==> src/rtl/mem_access_stage.sv <==
// mem_access_stage
//   MEM-stage consumer of the EX/MEM pipeline register. Non-memory results
//   are registered straight through to the WB side. Loads and stores run a
//   single-outstanding request/ack transaction on the data bus while
//   stallreq holds the front of the pipe.
//
// Ports
//   clk, rst          clock, synchronous active-high reset
//   mem_*             EX/MEM register outputs (dest, write enables, ALU
//                     result, HI/LO, memory op, address, store data)
//   stallreq          combinational; high = upstream must hold mem_* stable
//   bus_*             registered request side of the data bus; bus_rdata and
//                     bus_ack come back from memory (ack is a 1-cycle pulse)
//   wb_*              registered MEM/WB outputs, bubble when no result
//   err_misalign      1-cycle pulse for a misaligned LW/SW (no bus access)
//   err_timeout       1-cycle pulse when a transaction is abandoned
//   dbg_state         current FSM state (0 = IDLE, 1 = BUSY)
//
// Handshake: bus_req rises at the edge after a memory op is accepted and is
// held, with bus_we/addr/sel/wdata stable, until the cycle in which bus_ack
// is sampled high (or the wait is abandoned); it falls at that edge. Only
// one request is ever outstanding and an ack seen while idle is ignored.
module mem_access_stage #(
  parameter int TIMEOUT = 16
) (
  input  logic        clk,
  input  logic        rst,
  input  logic [4:0]  mem_wd,
  input  logic        mem_wreg,
  input  logic [31:0] mem_wdata,
  input  logic        mem_whilo,
  input  logic [31:0] mem_hi,
  input  logic [31:0] mem_lo,
  input  logic [2:0]  mem_op,
  input  logic [31:0] mem_addr,
  input  logic [31:0] mem_sdata,
  output logic        stallreq,
  output logic        bus_req,
  output logic        bus_we,
  output logic [31:0] bus_addr,
  output logic [3:0]  bus_sel,
  output logic [31:0] bus_wdata,
  input  logic [31:0] bus_rdata,
  input  logic        bus_ack,
  output logic [4:0]  wb_wd,
  output logic        wb_wreg,
  output logic [31:0] wb_wdata,
  output logic        wb_whilo,
  output logic [31:0] wb_hi,
  output logic [31:0] wb_lo,
  output logic        err_misalign,
  output logic        err_timeout,
  output logic        dbg_state
);

  localparam int CW = $clog2(TIMEOUT + 1);

  typedef enum logic {IDLE = 1'b0, BUSY = 1'b1} state_t;

  state_t          state;
  logic [CW-1:0]   cnt;

  logic            is_lw, is_sw, is_lb, is_lbu, is_sb;
  logic            aligned, mem_req, misalign, timeout_hit;
  logic [1:0]      lane;
  logic [3:0]      req_sel;
  logic [31:0]     req_wdata;
  logic [31:0]     rd_shift;
  logic [31:0]     load_result;

  assign is_lw    = (mem_op == 3'd1);
  assign is_sw    = (mem_op == 3'd2);
  assign is_lb    = (mem_op == 3'd3);
  assign is_lbu   = (mem_op == 3'd4);
  assign is_sb    = (mem_op == 3'd5);
  assign lane     = mem_addr[1:0];
  assign aligned  = (lane == 2'b00);
  assign mem_req  = is_lb | is_lbu | is_sb | ((is_lw | is_sw) & aligned);
  assign misalign = (is_lw | is_sw) & ~aligned;

  // Final BUSY cycle before the wait is abandoned.
  assign timeout_hit = (cnt == CW'(TIMEOUT - 1));

  assign req_sel   = (is_lw | is_sw) ? 4'hF : (4'b0001 << lane);
  assign req_wdata = is_sb ? {4{mem_sdata[7:0]}} : mem_sdata;

  // Selected byte lane moved down to bits [7:0].
  assign rd_shift = bus_rdata >> {lane, 3'b000};

  always_comb begin
    load_result = mem_wdata;
    case (mem_op)
      3'd1:    load_result = bus_rdata;
      3'd3:    load_result = {{24{rd_shift[7]}}, rd_shift[7:0]};
      3'd4:    load_result = {24'd0, rd_shift[7:0]};
      default: load_result = mem_wdata;
    endcase
  end

  // The abandon cycle releases the stall so the dropped instruction leaves
  // the stage instead of being re-issued.
  always_comb begin
    stallreq = 1'b0;
    if (state == IDLE) stallreq = mem_req;
    else               stallreq = ~bus_ack & ~timeout_hit;
  end

  assign dbg_state = state;

  always_ff @(posedge clk) begin
    if (rst) begin
      state        <= IDLE;
      cnt          <= '0;
      bus_req      <= 1'b0;
      bus_we       <= 1'b0;
      bus_addr     <= '0;
      bus_sel      <= '0;
      bus_wdata    <= '0;
      wb_wd        <= '0;
      wb_wreg      <= 1'b0;
      wb_wdata     <= '0;
      wb_whilo     <= 1'b0;
      wb_hi        <= '0;
      wb_lo        <= '0;
      err_misalign <= 1'b0;
      err_timeout  <= 1'b0;
    end else begin
      err_misalign <= 1'b0;
      err_timeout  <= 1'b0;
      // Bubble unless a branch below emits a result.
      wb_wd    <= '0;
      wb_wreg  <= 1'b0;
      wb_wdata <= '0;
      wb_whilo <= 1'b0;
      wb_hi    <= '0;
      wb_lo    <= '0;
      case (state)
        IDLE: begin
          if (mem_req) begin
            state     <= BUSY;
            cnt       <= '0;
            bus_req   <= 1'b1;
            bus_we    <= is_sw | is_sb;
            bus_addr  <= {mem_addr[31:2], 2'b00};
            bus_sel   <= req_sel;
            bus_wdata <= req_wdata;
          end else begin
            wb_wd        <= mem_wd;
            wb_wreg      <= misalign ? (is_sw & mem_wreg) : mem_wreg;
            wb_wdata     <= mem_wdata;
            wb_whilo     <= mem_whilo;
            wb_hi        <= mem_hi;
            wb_lo        <= mem_lo;
            err_misalign <= misalign;
          end
        end
        BUSY: begin
          if (bus_ack) begin
            state    <= IDLE;
            bus_req  <= 1'b0;
            wb_wd    <= mem_wd;
            wb_wreg  <= mem_wreg;
            wb_wdata <= load_result;
            wb_whilo <= mem_whilo;
            wb_hi    <= mem_hi;
            wb_lo    <= mem_lo;
          end else if (timeout_hit) begin
            state       <= IDLE;
            bus_req     <= 1'b0;
            err_timeout <= 1'b1;
          end else begin
            cnt <= cnt + 1'b1;
          end
        end
        default: state <= IDLE;
      endcase
    end
  end

endmodule

==> config.mk <==
export PLATFORM = sky130hd
export DESIGN_NAME = mem_access_stage
export DESIGN_NICKNAME = d
export VERILOG_FILES = /design/src/rtl/mem_access_stage.sv
export SDC_FILE = /design/constraint.sdc
export NUM_CORES = 1
export LEC_CHECK = 0
export CORE_MARGIN = 4
export CORE_UTILIZATION = 30
export DETAILED_ROUTE_END_ITERATION = 16
export GPL_ROUTABILITY_DRIVEN = 0
export GPL_TIMING_DRIVEN = 1
export PLACE_DENSITY_LB_ADDON = 0.15
export SLEW_MARGIN = 0
export SYNTH_ARGS = -nofsm -noshare
export SYNTH_HDL_FRONTEND = slang
export SYNTH_SLANG_ARGS = --single-unit
export TNS_END_PERCENT = 5
==> constraint.sdc <==
create_clock -name clk -period 3 [get_ports clk]
set_clock_uncertainty 0.2 [all_clocks]
set_input_delay 0.75 -clock clk [delete_from_list [all_inputs] [get_ports clk]]
set_output_delay 0.75 -clock clk [all_outputs]
set_load 0.005 [all_outputs]
; Word-level counts from Yosys, hierarchy flattened
; Cells that the tools add are included.
[word_totals]
word_cells = 83
input_bits = 205
regBits = 179
[classes]
n_eq_ne = 10
mux = 36
bitwise = 13
shifts = 2
n_addsub = 1
n_reduce_logical = 6
[ops]
columns = operator, count
row1 = 2-to-1 mux 32 bit, 7
row2 = case mux 32 bit (2 select lines), 3
row3 = case mux 32 bit (3 select lines), 1
row4 = right shift 32 x 5 -> 8 bit, 1
row5 = 2-to-1 mux 5 bit, 5
row6 = case mux 5 bit (2 select lines), 2
row7 = 2-to-1 mux 1 bit, 13
row8 = case mux 1 bit (2 select lines), 4
row9 = "equality test 3 x 2 -> 1 bit, second input constant", 2
row10 = "equality test 3 bit, second input constant", 2
row11 = "inequality test 2 bit, second input constant", 3
row12 = OR reduction 3 bit, 2
row13 = "adder 5 x 1 -> 5 bit, second input constant", 1
row14 = "equality test 5 x 4 -> 1 bit, second input constant", 1
row15 = OR 1 bit, 5
row16 = AND 1 bit, 4
row17 = 2-to-1 mux 4 bit, 1
row18 = NOT 1 bit, 4
row19 = AND reduction 2 bit, 2
row20 = "left shift 1 x 2 -> 4 bit, first input constant", 1
row21 = "equality test 3 x 1 -> 1 bit, second input constant", 1
row22 = "inequality test 3 x 2 -> 1 bit, second input constant", 1
row23 = AND reduction 3 bit, 1
row24 = zero test 2 bit, 1

; Logic depth before layout (Yosys ltp)
[depth]
depth_word = 6
mapped_depth = 7

; Worst setup path before layout
; Ideal clock, no wire load.
[synth_path]
path_kind = input -> output
from = input port mem_addr[1]
to = output port stallreq
required_time_ns = 2.050
cell_stages = 6
setup_slack_ns = 0.354
arrival_time_ns = 1.696
cell_sequence = buf_2 -> nor3b_2 -> or3_1 -> buf_4 -> nand3_1 -> nand2_1
[synth_via]
elab_chain_cells = 4
[synth_lines]
columns = item, line_no
row1 = "start, declared", 35  ; input logic [31:0] mem_addr,
row2 = zero test 2 bit, 77  ; assign aligned = (lane == 2'b00);
row3 = AND 1 bit, 78  ; assign mem_req = is_lb | is_lbu | is_sb | ((is_lw | is_sw) & aligned);
row4 = OR 1 bit, 78
row5 = 2-to-1 mux 1 bit, 104  ; if (state == IDLE) stallreq = mem_req;
row6 = "end, declared", 37  ; output logic stallreq,
; No other way between the ends.

; Worst setup path in the final report
[layout_path]
from = input port mem_op[2]
to = output port stallreq
[layout_via]
elab_chain_cells = 5
word_cells_on_any_way = 11
classes_between = 5 x eq/ne / 1 x mux / 5 x bitwise
[layout_lines]
columns = item, line_no
row1 = "start, declared", 34  ; input logic [2:0] mem_op,
row2 = equality test 3 x 2 -> 1 bit (tied with other cells), 73  ; assign is_lb = (mem_op == 3'd3);
row3 = OR 1 bit, 78
row4 = OR 1 bit or AND 1 bit (tied branches), 78
row5 = OR 1 bit (*), 78
row6 = 2-to-1 mux 1 bit (*), 104
; Mark *: on every way between the ends. The rest lies on a longest branch, timed or not.

==> out/qor.log <==
qor: die.floorplan.io_pins 382
qor: detailed_routing.met2RoutedLength 13200 um
qor: power_and_ir_drop.power.density_cell_area 518 nW/um2
qor: critical_path.crit_chain clkdlybuf4s50_1 -> or3_4 -> nand3_4 -> nand2_1 -> clkdlybuf4s15_2
qor: sta.max_slew_margin 0.392
qor: outcome.status finished clean
qor: detailed_routing.dr_total_vias 7164
qor: synth.edff_count_synth 0
qor: sta.final.min_clock_period 2.92 ns
qor: critical_path.cpPeakStageDelay 0.44 ns
qor: critical_path.path_max_fanout 3
qor: synth.synth_seq_cells 179
qor: global_routing.first_pass_grt_wire_length 41900 um
qor: critical_path.regToRegSetupSlack 0.84 ns
qor: hold_path.hp-start bus_req
qor: sta.layout_worst_path_cycle_share 0.974
qor: clocking.tritoncts done
qor: global_routing.grt_max_degree 71
qor: synth.synth_async_sr_flop_share 0
qor: detailed_routing.drc 0
qor: detailed_routing.viasPerCell 4.96
qor: critical_path.worstReg2RegEnd cnt[3]
qor: detailed_routing.routedLengthMet1 10900 um
qor: sta.finalHoldViolCount 0
qor: clocking.cts_buffers 17
qor: placed_design.place_hpwl 19800 um
qor: sta.number_of_slew_limit_violations_in_the_final_report 0
qor: critical_path.timing.critical_path.max_delay_family buffers and inverters
qor: critical_path.rr_startpoint dbg_state
qor: critical_path.critPathArrivalTime 1.97 ns
qor: critical_path.critical_path.startpoint_type primary input
qor: cells_and_area.proportion_of_layout_cells_with_a_drive_suffix_above_1 0.0868
qor: die.core_region_area 22900 um2
qor: critical_path.crit_slowest_cell clkdlybuf4s50_1
qor: global_routing.global_route_total_overflow 0
qor: clocking.holdBufCountCts 0
qor: clocking.clock_tree.buffer_depth 2
qor: power_and_ir_drop.power.leakage 4.52 nW
qor: critical_path.worst_r2r_path_depth 6
qor: global_routing.antenna_violations_before_repair 3
qor: clocking.htree_levels 4
qor: critical_path.timing.critical_path.depth 5
qor: clocking.worst_setup_hold_path_clk_slew 0.07 ns
qor: critical_path.timing.critical_path.to_type output port
qor: detailed_routing.highest_layer met5
qor: synth.ys_seq_area_frac 0.508
qor: critical_path.critical_path_class in -> out
qor: cells_and_area.layout.cells.non_filler 1443
qor: global_routing.tot_gr_track_use 0.203
qor: clocking.root_buffer clkbuf_16
qor: hold_path.worstHoldPathType reg -> reg
qor: hold_path.worst_hold_path.num_cells 2
qor: synth.post_synth_num_cell_types 55
qor: placed_design.buffer_ports.inserted 379
qor: die.num_rows 55
qor: die.vertical_die_dimension 161 um
qor: cells_and_area.ff_latch_area 3580 um2
qor: run.drv.max_cap_violation_count 0
qor: critical_path.worstPathBufferInverterCount 2
qor: sta.finalSetupViolCount 0
qor: placed_design.placedCellCount 1408
qor: cells_and_area.multi_input_area 3010 um2
qor: detailed_routing.wl_per_cell 19.0 um
qor: die.initial_cell_density_of_the_core 0.308
qor: sta.fmax 342 MHz
qor: synth.synth.cell_area 7060 um2
qor: clocking.clock-sinks 179
qor: synth.avgSynthCellArea 9.36 um2
qor: cells_and_area.fillerInstances 2167
qor: synth.syn_inst 754
qor: power_and_ir_drop.vdd.ir_drop.worst 0.440 mV
qor: cells_and_area.final_core_util 0.521
qor: sta.rsz0062_at_grt no
qor: synth.yosysWarningCount 0
qor: clocking.clkLatencyLatePin 0.42 ns
qor: sta.worst_max_slew_pin_slew 0.905 ns
qor: detailed_routing.totalWireLength 27400 um
qor: cells_and_area.design.final.nets 1323
qor: die.chipWidth 161 um
qor: global_routing.grt_pass1_vias 7234
qor: detailed_routing.met3_length 2700 um
qor: cells_and_area.final_area 11900 um2
qor: detailed_routing.drt-initial-drc-count 584
qor: hold_path.hold_end bus_req
qor: placed_design.dpl-instance-area 11300 um2
qor: detailed_routing.route.antenna.remaining_nets 0
qor: detailed_routing.detail_route.first_pass.iterations 5
qor: sta.hold_ws 0.259 ns
qor: critical_path.crit_path_required_time 2.05 ns
qor: cells_and_area.flow.area_growth_from_synthesis 69.3%
qor: synth.synth_flop_cell dfxtp_1
qor: die.design.die.area 26000 um2
## placed cells by master (no fill, tap or decap), types with 9 or more instances in the layout
| master | count |
|---|---|
| buf_4 | 36 |
| o21ai_0 | 13 |
| and2_1 | 70 |
| a31oi_1 | 27 |
| clkdlybuf4s50_1 | 374 |
| clkbuf_16 | 17 |
| dfxtp_1 | 178 |
| o31ai_1 | 38 |
| inv_1 | 39 |
| nand4_1 | 39 |
| o32ai_1 | 26 |
| nor2_1 | 14 |
| a21oi_1 | 94 |
| a211oi_1 | 26 |
| nand2_1 | 9 |
## final cells by class
cell class	instances	area share
sequential	179	0.300
clock buffer	17	0.0356
tap	313	0.0328
multi-input combinational	455	0.252
clock inverter	15	0.0156
antenna	1	0.000209
inverter	40	0.0126
timing repair buffer	423	0.351
## power by group
group	leakage (nW)	internal [mW]	switching, mW
Combinational	2.75	0.738	0.526
Clock	0.297	1.21	1.10
Sequential	1.47	2.55	0.0646
## worst register-to-register path: cells and delay by family (launching register included)
| family | cells | cell delay, ns |
|---|---|---|
| flip-flops | 1 | 0.33 |
| AND/OR/NAND/NOR | 3 | 0.76 |
| buffers and inverters | 2 | 0.63 |
| XOR/XNOR | 1 | 0.17 |
## worst max path at each step
stage	endpoint	startpoint	slack [ns]
2_1_floorplan	stallreq	mem_addr[1]	0.35
3_3_place_gp	stallreq	mem_addr[1]	-0.55
3_5_place_dp	stallreq	mem_addr[1]	-0.55
4_1_cts	stallreq	cnt[0]	0.02
5_1_grt	stallreq	mem_op[1]	0.03
6_report	stallreq	mem_op[2]	0.08
## through the flow
| step | setup TNS, ns | power [mW] | worst slack (ns) |
|---|---|---|---|
| final | 0 | 6.19 | 0.0766 |
| after global routing | 0 | 6.48 | 0.0322 |
| after CTS | 0 | 6.27 | 0.0196 |
| after detailed placement | -1.33 | 3.93 | -0.551 |
| after global placement | -0.813 | 3.93 | -0.554 |
| after floorplan | 0 | 3.12 | 0.354 |
## synthesized netlist by cell type, types with 13 or more instances
library cell / number / share of area
clkbuf_1: 43 / 0.023
dfxtp_1: 179 / 0.51
o31ai_1: 38 / 0.040
buf_2: 25 / 0.018
and2_1: 70 / 0.062
a211oi_1: 26 / 0.028
nor2_1: 14 / 0.0074
a31oi_1: 27 / 0.024
a21oi_1: 94 / 0.067
o21ai_0: 13 / 0.0092
o32ai_1: 26 / 0.032
inv_1: 40 / 0.021
nand4_1: 39 / 0.035
## cell families after synthesis
logic type | after synthesis | synth area share
AO/OA/AOI/OAI | 264 | 0.248
XOR/XNOR | 3 | 0.00372
adder cells (fa/ha/maj) | 2 | 0.00354
buffers and inverters | 121 | 0.0736
flip-flops | 179 | 0.508
multiplexers | 9 | 0.0145
other | 1 | 0.000531
AND/OR/NAND/NOR | 175 | 0.149
## routing by layer
| metal | vias to the layer above | global-route usage |
|---|---|---|
| met2 | 297 | 0.334 |
| li1 | 3479 | - |
| met5 | - | 0 |
| met4 | 4 | 0.0636 |
| met3 | 33 | 0.0865 |
| met1 | 3351 | 0.241 |
## flip-flops by register name (all words and copies together) (netlist names), 4 cells and up
| register | flops |
|---|---|
| wb_lo | 32 |
| cnt | 5 |
| bus_addr | 30 |
| bus_sel | 4 |
| wb_wdata | 32 |
| wb_hi | 32 |
| wb_wd | 5 |
| bus_wdata | 32 |
## timing repair
action	in CTS	in global routing
endpoints found under the setup margin	1	1
buffers inserted	2	0
pin swaps	2	0
gates resized for setup	11	3
No activity file was read; power rests on OpenSTA's default activity.
